### config.mk
export PLATFORM = sky130hd
export DESIGN_NAME = hsv_blob_centroid
export DESIGN_NICKNAME = d
export VERILOG_FILES = /design/src/rtl/hsv_blob_centroid.sv
export SDC_FILE = /design/constraint.sdc
export NUM_CORES = 1
export LEC_CHECK = 0
export ABC_AREA = 1
export CORE_UTILIZATION = 40
export DETAILED_ROUTE_END_ITERATION = 6
export GPL_TIMING_DRIVEN = 0
export SLEW_MARGIN = 20
export SYNTH_ARGS = -nofsm -noshare
export SYNTH_HDL_FRONTEND = slang
export SYNTH_SLANG_ARGS = --single-unit
export TNS_END_PERCENT = 50
### constraint.sdc
create_clock -name clock -period 4.8 [get_ports clock]
set_input_delay 0.72 -clock clock [delete_from_list [all_inputs] [get_ports clock]]
set_output_delay 0.72 -clock clock [all_outputs]
set_load 0.02 [all_outputs]
### src/rtl/hsv_blob_centroid.sv
// hsv_blob_centroid: HSV window threshold to a registered mask, per-frame hit
// accumulation, and a serial restoring divide that publishes the blob centroid.
`default_nettype none

module hsv_blob_centroid #(
  parameter int X_W        = 11,
  parameter int Y_W        = 10,
  parameter int CNT_W      = 19,
  parameter int SUM_W      = 30,
  parameter int MIN_PIXELS = 64
) (
  input  logic             clock,
  input  logic             reset,
  input  logic [7:0]       h,
  input  logic [7:0]       s,
  input  logic [7:0]       v,
  input  logic [X_W-1:0]   hcount,
  input  logic [Y_W-1:0]   vcount,
  input  logic             pixel_valid,
  input  logic             frame_end,
  input  logic [7:0]       h_min,
  input  logic [7:0]       h_max,
  input  logic [7:0]       s_min,
  input  logic [7:0]       v_min,
  output logic             mask,
  output logic             mask_valid,
  output logic [X_W-1:0]   centroid_x,
  output logic [Y_W-1:0]   centroid_y,
  output logic             centroid_valid,
  output logic             done,
  output logic             busy,
  output logic             dropped
);

  localparam int                BC_W     = $clog2(SUM_W);
  localparam logic [CNT_W-1:0]  MIN_CNT  = CNT_W'(MIN_PIXELS);
  localparam logic [CNT_W-1:0]  CNT_MAX  = '1;
  localparam logic [BC_W-1:0]   LAST_BIT = BC_W'(SUM_W - 1);

  typedef enum logic [1:0] {
    S_ACCUM   = 2'd0,
    S_DIVX    = 2'd1,
    S_DIVY    = 2'd2,
    S_PUBLISH = 2'd3
  } state_t;

  state_t            state_q;
  logic              mask_q, mask_valid_q, done_q, dropped_q;
  logic [X_W-1:0]    centroid_x_q;
  logic [Y_W-1:0]    centroid_y_q;
  logic              centroid_valid_q;

  logic [SUM_W-1:0]  sum_x_q, sum_y_q;
  logic [CNT_W-1:0]  cnt_q;
  logic [SUM_W-1:0]  sum_x_d, sum_y_d;
  logic [CNT_W-1:0]  cnt_d;

  logic [SUM_W-1:0]  dvd_q;
  logic [SUM_W-1:0]  snap_y_q;
  logic [CNT_W-1:0]  div_q;
  logic [CNT_W-1:0]  rem_q;
  logic [X_W-2:0]    quo_q;
  logic [BC_W-1:0]   bit_q;
  logic [X_W-1:0]    cx_hold_q;
  logic [Y_W-1:0]    cy_hold_q;

  logic              in_h, hit;
  logic [CNT_W:0]    rem_sh;
  logic              rem_ge;
  logic [CNT_W-1:0]  rem_d;
  logic [X_W-1:0]    quo_d;

  // h_min > h_max selects a window that wraps through hue 0.
  assign in_h = (h_min <= h_max) ? ((h >= h_min) && (h <= h_max))
                                 : ((h >= h_min) || (h <= h_max));
  assign hit  = pixel_valid & in_h & (s >= s_min) & (v >= v_min);

  assign sum_x_d = sum_x_q + (hit ? SUM_W'(hcount) : '0);
  assign sum_y_d = sum_y_q + (hit ? SUM_W'(vcount) : '0);
  assign cnt_d   = (hit && (cnt_q != CNT_MAX)) ? cnt_q + CNT_W'(1) : cnt_q;

  // Remainder stays below the divisor, so the low CNT_W bits of the difference are exact.
  assign rem_sh = {rem_q, dvd_q[SUM_W-1]};
  assign rem_ge = (rem_sh >= {1'b0, div_q});
  assign rem_d  = rem_ge ? (rem_sh[CNT_W-1:0] - div_q) : rem_sh[CNT_W-1:0];
  assign quo_d  = {quo_q, rem_ge};

  always_ff @(posedge clock) begin
    if (reset || frame_end) begin
      sum_x_q <= '0;
      sum_y_q <= '0;
      cnt_q   <= '0;
    end else begin
      sum_x_q <= sum_x_d;
      sum_y_q <= sum_y_d;
      cnt_q   <= cnt_d;
    end
  end

  always_ff @(posedge clock) begin
    if (reset) begin
      state_q          <= S_ACCUM;
      mask_q           <= 1'b0;
      mask_valid_q     <= 1'b0;
      done_q           <= 1'b0;
      dropped_q        <= 1'b0;
      centroid_x_q     <= '0;
      centroid_y_q     <= '0;
      centroid_valid_q <= 1'b0;
      dvd_q            <= '0;
      snap_y_q         <= '0;
      div_q            <= '0;
      rem_q            <= '0;
      quo_q            <= '0;
      bit_q            <= '0;
      cx_hold_q        <= '0;
      cy_hold_q        <= '0;
    end else begin
      mask_q       <= hit;
      mask_valid_q <= pixel_valid;
      done_q       <= 1'b0;
      dropped_q    <= frame_end && (state_q != S_ACCUM);

      case (state_q)
        S_ACCUM: begin
          if (frame_end) begin
            dvd_q    <= sum_x_d;
            snap_y_q <= sum_y_d;
            div_q    <= cnt_d;
            rem_q    <= '0;
            quo_q    <= '0;
            bit_q    <= '0;
            state_q  <= (cnt_d < MIN_CNT) ? S_PUBLISH : S_DIVX;
          end
        end

        S_DIVX: begin
          rem_q <= rem_d;
          quo_q <= quo_d[X_W-2:0];
          dvd_q <= {dvd_q[SUM_W-2:0], 1'b0};
          bit_q <= bit_q + BC_W'(1);
          if (bit_q == LAST_BIT) begin
            cx_hold_q <= quo_d;
            dvd_q     <= snap_y_q;
            rem_q     <= '0;
            quo_q     <= '0;
            bit_q     <= '0;
            state_q   <= S_DIVY;
          end
        end

        S_DIVY: begin
          rem_q <= rem_d;
          quo_q <= quo_d[X_W-2:0];
          dvd_q <= {dvd_q[SUM_W-2:0], 1'b0};
          bit_q <= bit_q + BC_W'(1);
          if (bit_q == LAST_BIT) begin
            cy_hold_q <= quo_d[Y_W-1:0];
            state_q   <= S_PUBLISH;
          end
        end

        S_PUBLISH: begin
          done_q <= 1'b1;
          if (div_q >= MIN_CNT) begin
            centroid_x_q     <= cx_hold_q;
            centroid_y_q     <= cy_hold_q;
            centroid_valid_q <= 1'b1;
          end else begin
            centroid_valid_q <= 1'b0;
          end
          state_q <= S_ACCUM;
        end

        default: state_q <= S_ACCUM;
      endcase
    end
  end

  assign mask           = mask_q;
  assign mask_valid     = mask_valid_q;
  assign centroid_x     = centroid_x_q;
  assign centroid_y     = centroid_y_q;
  assign centroid_valid = centroid_valid_q;
  assign done           = done_q;
  assign dropped        = dropped_q;
  assign busy           = (state_q != S_ACCUM);

endmodule

`default_nettype wire

Yosys cells after proc, flatten, opt, wreduce, memory -nomap -nowiden --
Index checks and enable logic that the tools add are counted. Widths: inputs -> output; s select.
Word-level totals: bits in registers 241, latch bits 0, RAM bits 0, bits in read-only memories 0, memories 0
Operators by class: add/sub/neg operators 5, multipliers 0, div/mod/pow operators 0, order comparisons 8, equality and inequality tests 8, shifts and indexed selects 0, muxes and demuxes 24, bitwise gates (word level) 3, reductions and logical operators 14
Operator list (count):
- $pmux 30 s3 | 1
- $mux 19 | 4
- $mux 30 | 2
- $pmux 19 s3 | 1
- $add 30x10->30 | 1
- $add 30x11->30 | 1
- $mux 10 | 3
- $pmux 10 s3 | 1
- $ge 8x8->1 | 3
- $ge 20x19->1 | 1
- $add 19x1->19 const B | 1
- $ge 19x7->1 const B | 1
- $lt 19x7->1 const B | 1
- $ne 19x19->1 const B | 1
- $sub 19x19->19 | 1
- $le 8x8->1 | 2
- $pmux 5 s3 | 1
- $mux 11 | 1
- $mux 5 | 2
- $reduce_and 2->1 | 5
- $mux 2 | 4
- $pmux 2 s4 | 1
- $ne 2x2->1 const B | 3
- $add 5x1->5 const B | 1
- 11 further kinds | 19

Logic depth before layout (Yosys ltp) --
depth after elaboration 12, depth in mapped cells 33, mapped depth without buffers 32

Worst setup path before layout --
Ideal clock, no wire load.
path kind input port to flip-flop, start input port h[0], end register snap_y_q[28], data arrival time 4005 ps, path slack 679 ps, stages on the path 30, cell sequence inv_1 > ha_1 > nand2_1 > nand3_1 > nand2_1 > nand2_1 > nand2_1 > nand2_1 > nor2_1 > nor2_4 > nand4_4 > clkbuf_1 > nor2_1 > ha_1 > fa_1 > nand3_1 > nand2_1 > nand2_1 > nand2_1 > nand2_1 > nand2_1 > a21oi_1 > nor3_4 > nand2_1 > nor2_1 > xor2_1 > inv_1 > nand2_1 > o211ai_1 > inv_1
On the way: word-level cells in the longest chain between the ends 8, elaborated cells between the ends (all ways) 10
RTL lines:
- start: declaration | RTL line 14 | input logic [7:0] h,
- $ge 8x8->1 / $le 8x8->1 (equally long branches) | RTL line 74, 75
- $logic_or 1x1->1 / $logic_and 1x1->1 (equally long branches) | RTL line 75, 74
- $mux 1 (*) | RTL line 74 | assign in_h = (h_min <= h_max) ? ((h >= h_min) && (h <= h_max))
- $and 1x1->1 (*) (3 in series) | RTL line 76 | assign hit = pixel_valid & in_h & (s >= s_min) & (v >= v_min);
- $mux 10 (*) | RTL line 79 | assign sum_y_d = sum_y_q + (hit ? SUM_W'(vcount) : '0);
- $add 30x10->30 (*) | RTL line 79
- end signal: assignment | RTL line 128 | snap_y_q <= sum_y_d;
- end: declaration | RTL line 59 | logic [SUM_W-1:0] snap_y_q;
Mark *: on every way between the ends. The rest lies on a longest branch, timed or not. A chain may end at the register's enable or synchronous reset.

Final worst setup path --
start input port h_min[1], end register dvd_q[18]
On the way: word-level cells in the longest chain between the ends 10, elaborated cells between the ends (all ways) 12
RTL lines:
- start: declaration | RTL line 21 | input logic [7:0] h_min,
- $ge 8x8->1 | RTL line 74, 75
- $logic_or 1x1->1 / $logic_and 1x1->1 (equally long branches) | RTL line 75, 74
- $mux 1 (*) | RTL line 74
- $and 1x1->1 (*) (3 in series) | RTL line 76
- $mux 11 (*) | RTL line 78 | assign sum_x_d = sum_x_q + (hit ? SUM_W'(hcount) : '0);
- $add 30x11->30 (*) | RTL line 78
- $mux 30 (*) | RTL line 126 | if (frame_end) begin
- $pmux 30 s3 (*) | RTL line 124 | case (state_q)
- end signal: assignment | RTL line 127 | dvd_q <= sum_x_d;
- end signal: assignment | RTL line 140 | dvd_q <= {dvd_q[SUM_W-2:0], 1'b0};
- end signal: assignment | RTL line 144 | dvd_q <= snap_y_q;
- end: declaration | RTL line 58 | logic [SUM_W-1:0] dvd_q;
Mark *: on every way between the ends. The rest lies on a longest branch, timed or not. The select of a mux whose other input is x is not followed.

==> results.toml <==
[outcome]
outcome = "completed"

[synthesis]
yosysWarnings = 0
yosysSeqAreaShare_pct = 36.5
synthDistinctLibCells = 50
synth_most_common_cell = "nand2_1"
synth_top_family_by_area = "simple AND/OR/NAND/NOR gates"
synthAdderAreaFrac_pct = 8.69
synth_simple_gate_area_share_pct = 23.4
syn_area_per_cell_um2 = 7.05
syn_area_mm2 = 0.0132
ys.flop_type = "dfxtp_1"
yosysTopAreaCell = "dfxtp_1"
muxShareOfSynthArea_pct = 0
synth-seq-cells = 241
async_flop_share_pct = 0
synth.net_count = 2046
synth_compound_area_share_pct = 16.7
synth_xor_area_share_pct = 4.64
synth_edf_count = 0
netlist_instances = 1875
synth_area_leaders = "dfxtp_1, nand2_1, ha_1"
synth_common_cells = "nand2_1, inv_1, nor2_1"
synth_top_area_share_pct = 36.5

[setup_path]
r2r_slack_ps = 1880
worst-endpoint-required_ps = 5200
cp-end-kind = "flop"
reg2reg_to = "rem_q[11]"
cp_slowest_cell = "clkdlybuf4s50_1"
cp_common_cell = "nand2_1"
cp_slowest_stage_delay_ps = 490
path_class = "in2reg"
crit_path_start_kind = "primary input"
reg2reg_depth = 12
crit_fanout = 10
r2r_start = "dvd_q[29]"
arrival_ps = 4850

[global_routing]
grt_pass1_vias = 11800
gr-total-overflow = 0
grt_busiest_layer = "met2"
use_met3_pct = 2.42
grt_pass1_wl_um = 59400
grt_usage_pct = 21.7
grt_max_degree = 15
antenna_found_initial = 0
grt.met2_usage_pct = 36.7
met1_usage_pct = 29.2

[detailed_routing]
drt_first_pass_iters = 5
wl_um = 36300
drtAntennaViolNets = 0
wl_per_cell_um = 14.7
vias = 12400
viasPerCell = 5.01
drt_iter0_drc = 796
drc = 0

[clocking]
cts_resized = 2
cts.sinks = 241
cts_buffers = 28
root_buffer = "clkbuf_16"
ctsHoldBuffers = 0
clk_latency_ps = 550
cts_max_path_buffers = 3
cts.clk_slew.worst_paths_ps = 60
h-tree-depth = 1
tritoncts = "done"
post_cts_buffers = 0

[die]
initial_core_util_pct = 40.6
dieArea_mm2 = 0.0338
die_h_um = 184
ios = 108
rows = 66
core_region_area_mm2 = 0.0325
die_w_um = 184

[placement]
placed_cells = 2423
dpl.hpwl_um = 28100
io_buffer_count = 106
placed_area_mm2 = 0.0148
gp_congestion = 0.944

[layout]
n_antenna_cell = 0
regArea_mm2 = 0.00482
multiInputGateArea_mm2 = 0.00712
fin_nets = 2182
final_area_mm2 = 0.0159
drive_gt1_share_pct = 4.73
final_cells = 2473
area_delta_synth_final_pct = 20.0
nFillCells = 3325

[sta]
tns_ps = 0
setup_viol = 0
slew_violations = 0
rsz0062_at_grt = "true"
max_clock_freq_ghz = 0.225
timing.final.crit_period_ps = 4450
fin_crit_sh_pct = 92.8
tightest_slew_ps = 953
max_slew_margin_pct = 36.5
finalHoldViolations = 0
skew_ps = 16.7

[min_path]
hold_end = "centroid_valid"
hp-class = "reg2reg"
min-delay-start = "centroid_valid"
min_path_cells = 2

[power]
ir_drop_mv = 0.299
power_density_mw_per_mm2 = 465
p_leak_uw = 0.00692

[job]
cap_violations = 0
==> report_power, final <==
| group | internal [uW] | total (uW) | switching [uW] | leakage, uW |
|---|---|---|---|---|
| Sequential | 2310 | 2510 | 200 | 0.00196 |
| Clock | 1350 | 2230 | 878 | 0.000471 |
| Combinational | 881 | 2640 | 1760 | 0.00449 |
==> stage by stage <==
stage               setup slack [ps]  util [%]  hold WS [ps]  total power (uW)
floorplan                        679         -           435              4300
global placement                -630      45.6           453              5130
detailed placement              -715      45.6           460              5150
CTS                              141      48.5           472              7400
global route                   -14.3      48.8           494              7860
finish                           347      48.8           473              7370
==> worst max path at each step <==
stage                         from      endpoint  slack (ps)
final                     h_min[1]     dvd_q[18]         350
after global routing      h_min[1]     dvd_q[18]         -10
after CTS                 h_min[1]     dvd_q[17]         140
after detailed placement  h_min[1]     dvd_q[17]        -720
after global placement    h_min[1]     dvd_q[17]        -630
after floorplan               h[0]  snap_y_q[28]         680
==> critical path, delay by kind of cell <==
family | cells | cell delay (ps)
compound gates | 2 | 170
simple gates | 22 | 2060
buf+inv | 3 | 800
xor+xnor | 1 | 210
fa+ha+maj | 3 | 880
==> per-layer routing <==
metal / wire [um] / share of wire [%]
met5: 0 / 0
met4: 828 / 2.3
met3: 1470 / 4.0
met2: 16800 / 46
met1: 17200 / 47
==> sequential cells by signal (all words and copies together), names as in the netlist <==
signal / flops
cy_hold_q: 10
done: 1
centroid_x: 11
sum_x_q: 30
dvd_q: 30
centroid_y: 10
snap_y_q: 30
quo_q: 10
rem_q: 19
centroid_valid: 1
div_q: 19
state_q: 2
dropped: 1
cnt_q: 19
sum_y_q: 30
mask_valid: 1
cx_hold_q: 11
mask: 1
bit_q: 5
==> area by class of cell <==
class	count	area share, %
Inverter	285	6.75
Clock buffer	37	4.88
Clock inverter	13	1.15
Buffer	67	1.72
Multi-Input combinational cell	1282	44.9
Timing Repair Buffer	106	6.69
Sequential cell	241	30.4
Tap cell	442	3.49
==> kinds of logic after synthesis <==
logic type,count (synthesis)
XOR/XNOR,70
adder cells (fa/ha/maj),90
AND/OR/NAND/NOR,736
buffers and inverters,352
AO/OA/AOI/OAI,386
flip-flops,241
==> layout by cell type, fill, tap and decap left out, types with 43 or more instances in the layout <==
cell type	count
nand2_1	313
inv_1	279
nor2_1	259
dfxtp_1	241
a21oi_1	137
o21ai_0	126
clkdlybuf4s50_1	106
ha_1	87
nand3_1	63
clkbuf_1	60
xor2_1	50
o211ai_1	43
No activity file was read; power rests on OpenSTA's default activity.
